### src/rtl/hazard_pkg.sv
// Shared constants for the hazard scoreboard slice.
// Resource class indices, ALU no-op opcode and parameter limits.
package hazard_pkg;

    localparam int RES_IO    = 0;
    localparam int RES_DATA  = 1;
    localparam int RES_ADDR  = 2;
    localparam int RES_FLAGS = 3;

    localparam logic [3:0] ALU_NOP_OP = 4'b0111;

    localparam int DEPTH_MIN     = 1;
    localparam int DEPTH_MAX     = 8;
    localparam int FLUSH_EXT_MIN = 1;
    localparam int FLUSH_EXT_MAX = 15;
    localparam int FLUSH_CNT_W   = 4;

    // Flags are claimed by every ALU op except the no-op.
    function automatic logic flags_written(input logic [3:0] alu_op);
        return alu_op != ALU_NOP_OP;
    endfunction

endpackage

### src/rtl/hazard_scoreboard_sb_shift.sv
// Pending-write shift register for the hazard scoreboard.
// Holds on freeze, shifts a bubble in when nothing is claimed.
module sb_shift #(
    parameter int NRES  = 4,
    parameter int DEPTH = 2
) (
    input  logic            clk,
    input  logic            rst_n,
    input  logic            hold,
    input  logic            claim_en,
    input  logic [NRES-1:0] claim,
    output logic [NRES-1:0] busy
);

    logic [NRES-1:0] pend [DEPTH];

    // Advance claims one stage per unfrozen cycle.
    always_ff @(posedge clk or negedge rst_n) begin
        if (!rst_n) begin
            for (int k = 0; k < DEPTH; k++) begin
                pend[k] <= '0;
            end
        end else if (!hold) begin
            pend[0] <= claim_en ? claim : '0;
            for (int k = 1; k < DEPTH; k++) begin
                pend[k] <= pend[k-1];
            end
        end
    end

    // Any stage still holding a claim blocks readers.
    always_comb begin
        busy = '0;
        for (int k = 0; k < DEPTH; k++) begin
            busy = busy | pend[k];
        end
    end

endmodule

### src/rtl/hazard_scoreboard.sv
// Decode-side hazard scoreboard: stall, flush and stall statistics.
// Pending writes tracked per resource class over DEPTH stages.
module hazard_scoreboard
    import hazard_pkg::*;
#(
    parameter int NRES      = 4,
    parameter int DEPTH     = 2,
    parameter int FLUSH_EXT = 1,
    parameter int STALL_W   = 16
) (
    input  logic               clk,
    input  logic               rst_n,
    input  logic               issue_valid,
    input  logic [NRES-1:0]    rd_mask,
    input  logic [NRES-1:0]    wr_mask,
    input  logic [NRES-1:0]    br_mask,
    input  logic               take_branch1,
    input  logic               pc_ret1,
    input  logic               interrupt,
    input  logic               extend_flush,
    input  logic               halt,
    input  logic               mem_miss,
    input  logic               stat_clr,
    output logic               hazard,
    output logic               branch_hazard,
    output logic               decoder_output_flush,
    output logic               decoder_input_flush,
    output logic [NRES-1:0]    busy_mask,
    output logic [STALL_W-1:0] stall_count
);

    localparam logic [FLUSH_CNT_W-1:0] FLUSH_LOAD =
        FLUSH_CNT_W'(FLUSH_EXT - 1);
    localparam logic [STALL_W-1:0] STALL_MAX = '1;

    logic [FLUSH_CNT_W-1:0] flush_cnt;
    logic                   data_hazard;
    logic                   freeze;
    logic                   trigger;
    logic                   claim_en;

    sb_shift #(
        .NRES  (NRES),
        .DEPTH (DEPTH)
    ) u_sb (
        .clk      (clk),
        .rst_n    (rst_n),
        .hold     (freeze),
        .claim_en (claim_en),
        .claim    (wr_mask),
        .busy     (busy_mask)
    );

    // Hazard and flush controls from scoreboard state and current inputs.
    always_comb begin
        freeze        = mem_miss | halt;
        data_hazard   = issue_valid & |(rd_mask & busy_mask);
        branch_hazard = issue_valid & |(br_mask & busy_mask);
        hazard        = data_hazard | branch_hazard | freeze;
        decoder_output_flush = take_branch1 | pc_ret1 | interrupt;
        trigger = (decoder_output_flush & extend_flush) | interrupt;
        decoder_input_flush = trigger | (flush_cnt != '0);
        claim_en = issue_valid & ~hazard & ~decoder_output_flush;
    end

    // Extended flush: reload on trigger, count down when not frozen.
    always_ff @(posedge clk or negedge rst_n) begin
        if (!rst_n) begin
            flush_cnt <= '0;
        end else if (trigger) begin
            flush_cnt <= FLUSH_LOAD;
        end else if (flush_cnt != '0 && !freeze) begin
            flush_cnt <= flush_cnt - 1'b1;
        end
    end

    // Saturating count of stalled cycles; clear wins.
    always_ff @(posedge clk or negedge rst_n) begin
        if (!rst_n) begin
            stall_count <= '0;
        end else if (stat_clr) begin
            stall_count <= '0;
        end else if (hazard && stall_count != STALL_MAX) begin
            stall_count <= stall_count + 1'b1;
        end
    end

endmodule

### config.mk
export PLATFORM = sky130hd
export DESIGN_NAME = hazard_scoreboard
export DESIGN_NICKNAME = d
export VERILOG_FILES = /design/src/rtl/hazard_pkg.sv /design/src/rtl/hazard_scoreboard_sb_shift.sv /design/src/rtl/hazard_scoreboard.sv
export SDC_FILE = /design/constraint.sdc
export NUM_CORES = 1
export LEC_CHECK = 0
export CAP_MARGIN = 5
export CORE_MARGIN = 10
export CORE_UTILIZATION = 40
export DETAILED_ROUTE_END_ITERATION = 8
export GPL_ROUTABILITY_DRIVEN = 1
export PLACE_DENSITY = 0.69
export SETUP_SLACK_MARGIN = 0.1
export SLEW_MARGIN = 10
export SYNTH_ARGS = -nofsm -noshare
export SYNTH_HDL_FRONTEND = slang
export SYNTH_SLANG_ARGS = --single-unit
### constraint.sdc
create_clock -name clk -period 5.7 [get_ports clk]
set_clock_uncertainty 0.2 [all_clocks]
set_input_delay 1.14 -clock clk [delete_from_list [all_inputs] [get_ports clk]]
set_output_delay 1.14 -clock clk [all_outputs]
set_load 0.02 [all_outputs]
; Yosys cells after proc, flatten, opt, wreduce, memory -nomap -nowiden
; Index checks and enable logic that the tools add are counted.
[op_classes]
n_reduce_logical = 8
mux = 5
addsub = 2
bitwise_logic = 17
n_eq_ne = 1
[op_table]
columns = op, count
row1 = $mux W16, 2
row2 = $add A16 B1 Y16 const B, 1
row3 = $ne A16 B16 Y1 const B, 1
row4 = $mux W4, 3
row5 = $and A4 B4 Y4, 2
row6 = $reduce_or A4 Y1, 2
row7 = $or A1 B1 Y1, 7
row8 = $and A1 B1 Y1, 5
row9 = $or A4 B4 Y4, 1
row10 = $reduce_bool A2 Y1, 2
row11 = $reduce_bool A4 Y1, 1
row12 = $sub A4 B1 Y4 const B, 1
row13 = $logic_and A1 B1 Y1, 2
row14 = $not A1 Y1, 2
row15 = $logic_not A1 Y1, 1
[word_totals]
output_inout_bits = 24
in_bits = 22
regBits = 28
wordCells = 37

; Depth between registers and ports, before layout
[logic_depth]
ltp_word = 10
mapped_depth = 7
depth_no_buf = 6

; Cells and area by module
; Synthesis repeated with hierarchy kept, for this count alone.
[hier_totals]
cells_unflattened = 157
area_unflattened_um2 = 1522.7
[by_module_without_submodules]
columns = module, seq_area_each_um2, area_each_um2, cells_each, n_inst
row1 = hazard_scoreboard, 500.5, 1183.6, 128, 1
row2 = sb_shift, 200.2, 339.1, 29, 1

; Least setup slack after synthesis
; OpenSTA, ideal clock, no wires.
[synth_path]
kind = input to output
startpoint = input port br_mask[1]
endpoint = output port hazard
n_path_buf = 0
path_slack_ns = 2.638
arrival_time_ns = 1.722
path_stages = 4
required_ns = 4.360
cell_sequence = o21ai_0 -> nand4_1 -> o21ai_0 -> nand2_1
[synth_between]
elab_chain_len = 5
[synth_rtl]
columns = element, line_no
row1 = start: declaration, hazard_scoreboard.sv:16  ; input logic [NRES-1:0] br_mask,
row2 = $and A4 B4 Y4, hazard_scoreboard.sv:58  ; branch_hazard = issue_valid & |(br_mask & busy_mask);
row3 = $reduce_or A4 Y1, hazard_scoreboard.sv:58
row4 = $and A1 B1 Y1, hazard_scoreboard.sv:58
row5 = $or A1 B1 Y1 (2 in a row), hazard_scoreboard.sv:59  ; hazard = data_hazard | branch_hazard | freeze;
row6 = end: declaration, hazard_scoreboard.sv:24  ; output logic hazard,
; Every way passes these cells.

; Final worst setup path
[layout_path]
startpoint = input port br_mask[2]
endpoint = output port hazard
; The elaborated chain is that of the path after synthesis.

==> results.md <==
* Final Setup Violations at 0
* Fmax at 248 MHz
* CTS resizes at 0
* # rows at 23
* FFs w/ async S/R, synth at 100%
* Final ANT Viol Nets at 0
* Gpl congestion at around 0.73
* Slew HR at between 40 and 50%
* Num CTS Buffers at 3
* Num Clock Sinks at 28
* Nets at 245
* Detail Placement HPWL at 3.22 mm
* Clk root buf: clkbuf_8
* Number of detailed-route iterations in the first pass at 4
* Least-Margin Pin Slew at 846 ps
* Postcts setup bufs at 0
* CTS Hold Buffers Added at 0
* Filler cell count at ~370
* Post-Synthesis Cells at 174
* Die area at 7060 um^2
* Number of DRC markers in iteration 0 at between 100 and 150
* # diodes at 0
* Register Area at 701 um^2
* Hold crit path type: flip-flop to flip-flop
* Via count at roughly 1500
* Largest net degree at the start of global routing at 29
* Placed cell count at approximately 270
* Starting Density at between 40% and 50%
* Total core area at 3970 um^2
* Synth-to-Final Area Change at 34.0%
* Crit path time final at slightly above 4000 ps
* Synthesized cell area at 1640 um^2
* First-pass GRT wire length at 7.34 mm
* Main flop type after synthesis: dfrtp_1
* Setup TNS at 0 ps
* Final worst path period share at 70.6%
* Critical Path End Type: primary output
* Multi-input logic area at between 800 and 900 um^2
* CTS tree: done
* Pwr Total at 0.435 mW
* EDFF count, synth at 0
* Worst hold slack at 340 ps
* Die Y at 84.0 um
* Remaining DRCs at 0
* Critical path class: input pin to primary output
* Distinct cells, synth at slightly above 40
* Worst Path Max Fanout at 5
* GRT Total Usage at between 10 and 15%
* Maximum clock insertion buffer count at 2
* Total Routed Length at 4.29 mm
* Worst IR Drop VDD at 0.000121 V
* Chip width at approximately 84 um
* Syn_nets at between 150 and 200
* Pleak at roughly 0.9 nW
* Vias in the first global route at 1548
* Routed WL per cell at between 15 and 20 um
* YS warnings at 0
* Sequential fraction of the synthesis area at a little over two fifths
* Max Transition Viols Final at 0
* Most common cell after layout, fill and taps aside: clkdlybuf4s50_1
* Grt total ovfl at 0
* Synthesis-stage register bit count at 28
* Clock slew at reported path FFs at around 90 ps
* Num ports at 46
* Status: complete, no violations
* Layout cells sized above 1 at between 10% and 20%
* Port Buffers at between 40 and 50
* RSZ-0062 raised after global routing: no
* Non-Filler Instances at 270
* Via density at between 5 and 6
* Insertion delay to the later sink of the worst-skew pair at between 200 and 300 ps
* Crit path launch type: input pin
* H-tree levels at 1
* Initial antenna violation count at 0
* Post-synthesis average cell area at between 9 and 10 um^2
* Critical Path AT at between 2000 and 3000 ps
* Max Cap Viol at 0
* Commonest cells after routing, fill and taps aside: clkdlybuf4s50_1, dfrtp_1, nand2_1, nor2_1, o21ai_0
* Power density over the cells at just under 200 nW/um^2
* Data required, critical path at ~4400 ps
* Final Hold Fails at 0
## stage by stage
stage / utilization (%) / area, um^2 / setup slack [ps]
floorplan: - / 1640 / 2640
global placement: 53.5 / 2130 / 1680
detailed placement: 53.5 / 2130 / 1660
CTS: 55.3 / 2200 / 1660
global route: 55.3 / 2200 / 1560
finish: 55.3 / 2200 / 1670
## path summary, 6_finish.rpt
kind                           startpoint             end  slack, ps  cells after the start
max                            br_mask[2]          hazard       1670                      6
min reg2reg                  u_sb.pend[2]    u_sb.pend[2]        340                      2
max reg2reg                stall_count[0]  stall_count[5]       3080                      6
min                          u_sb.pend[2]    u_sb.pend[2]        340                      2
max in group asynchronous           rst_n    u_sb.pend[1]       4010                      2
min in group asynchronous           rst_n    u_sb.pend[3]       1020                      2
## Yosys cell counts (2+ instances only)
cell | number | area, um^2
a21oi_1 | 11 | 55.1
a22o_1 | 4 | 35.0
and2_1 | 2 | 12.5
clkbuf_1 | 2 | 7.51
dfrtp_1 | 28 | 701
ha_1 | 2 | 25.0
inv_1 | 5 | 18.8
mux2_2 | 7 | 78.8
mux2_4 | 2 | 30.0
nand2_1 | 20 | 75.1
nand3_1 | 5 | 25.0
nand4_1 | 8 | 50.1
nand4b_1 | 2 | 17.5
nor2_1 | 15 | 56.3
nor2b_1 | 10 | 62.6
nor3_1 | 3 | 15.0
nor3_2 | 3 | 30.0
nor4_1 | 2 | 12.5
o21ai_0 | 12 | 60.1
o31ai_1 | 4 | 30.0
or2_2 | 4 | 25.0
or4_2 | 4 | 35.0
## state kept, by name, indices dropped and copies added, names as in the netlist
signal       count
u_sb.pend        8
flush_cnt        4
stall_count     16
## critical path, stage by stage
cell,delay [ps]
clkdlybuf4s50_1,390
o21ai_0,80
nand4_1,230
o21ai_0,220
nand2_1,70
clkdlybuf4s50_1,560
## per-layer routing
layer / GRT usage (%) / part of all wire [%] / up-vias / routed length [um]
met1: 14.1 / 43 / 715 / 1850
met5: 0 / 0 / - / 0
met3: 3.13 / 4.4 / 6 / 187
li1: - / - / 722 / -
met2: 20.6 / 50 / 22 / 2160
met4: 4.87 / 2.0 / 0 / 86
## cell type report
| cell class | instances | area share (%) |
|---|---|---|
| inverter | 5 | 0.854 |
| clock buffer | 3 | 1.88 |
| sequential | 28 | 31.9 |
| tap | 50 | 2.85 |
| clock inverter | 1 | 1.37 |
| timing repair buffer | 47 | 21.2 |
| multi-input combinational | 136 | 40.0 |
## kinds of logic (layout without fill, tap and decap cells)
| group | after synthesis | in the layout | synth area share, % |
|---|---|---|---|
| AOI/OAI and AO/OA | 34 | 34 | 13.2 |
| muxes | 10 | 10 | 7.25 |
| buffers and inverters | 10 | 56 | 3.66 |
| xor gates and xnor gates | 2 | 2 | 1.07 |
| DFF | 28 | 28 | 42.7 |
| and+or+nand+nor | 88 | 88 | 30.5 |
| adders and majority gates | 2 | 2 | 1.53 |
## report_power, final
part	total, mW	switching (mW)	leakage, nW	internal, mW
Sequential	0.208	0.00526	0.389	0.202
Clock	0.160	0.0654	0.0357	0.0942
Combinational	0.0679	0.0343	0.462	0.0336
(Power assumes the default switching activity.)
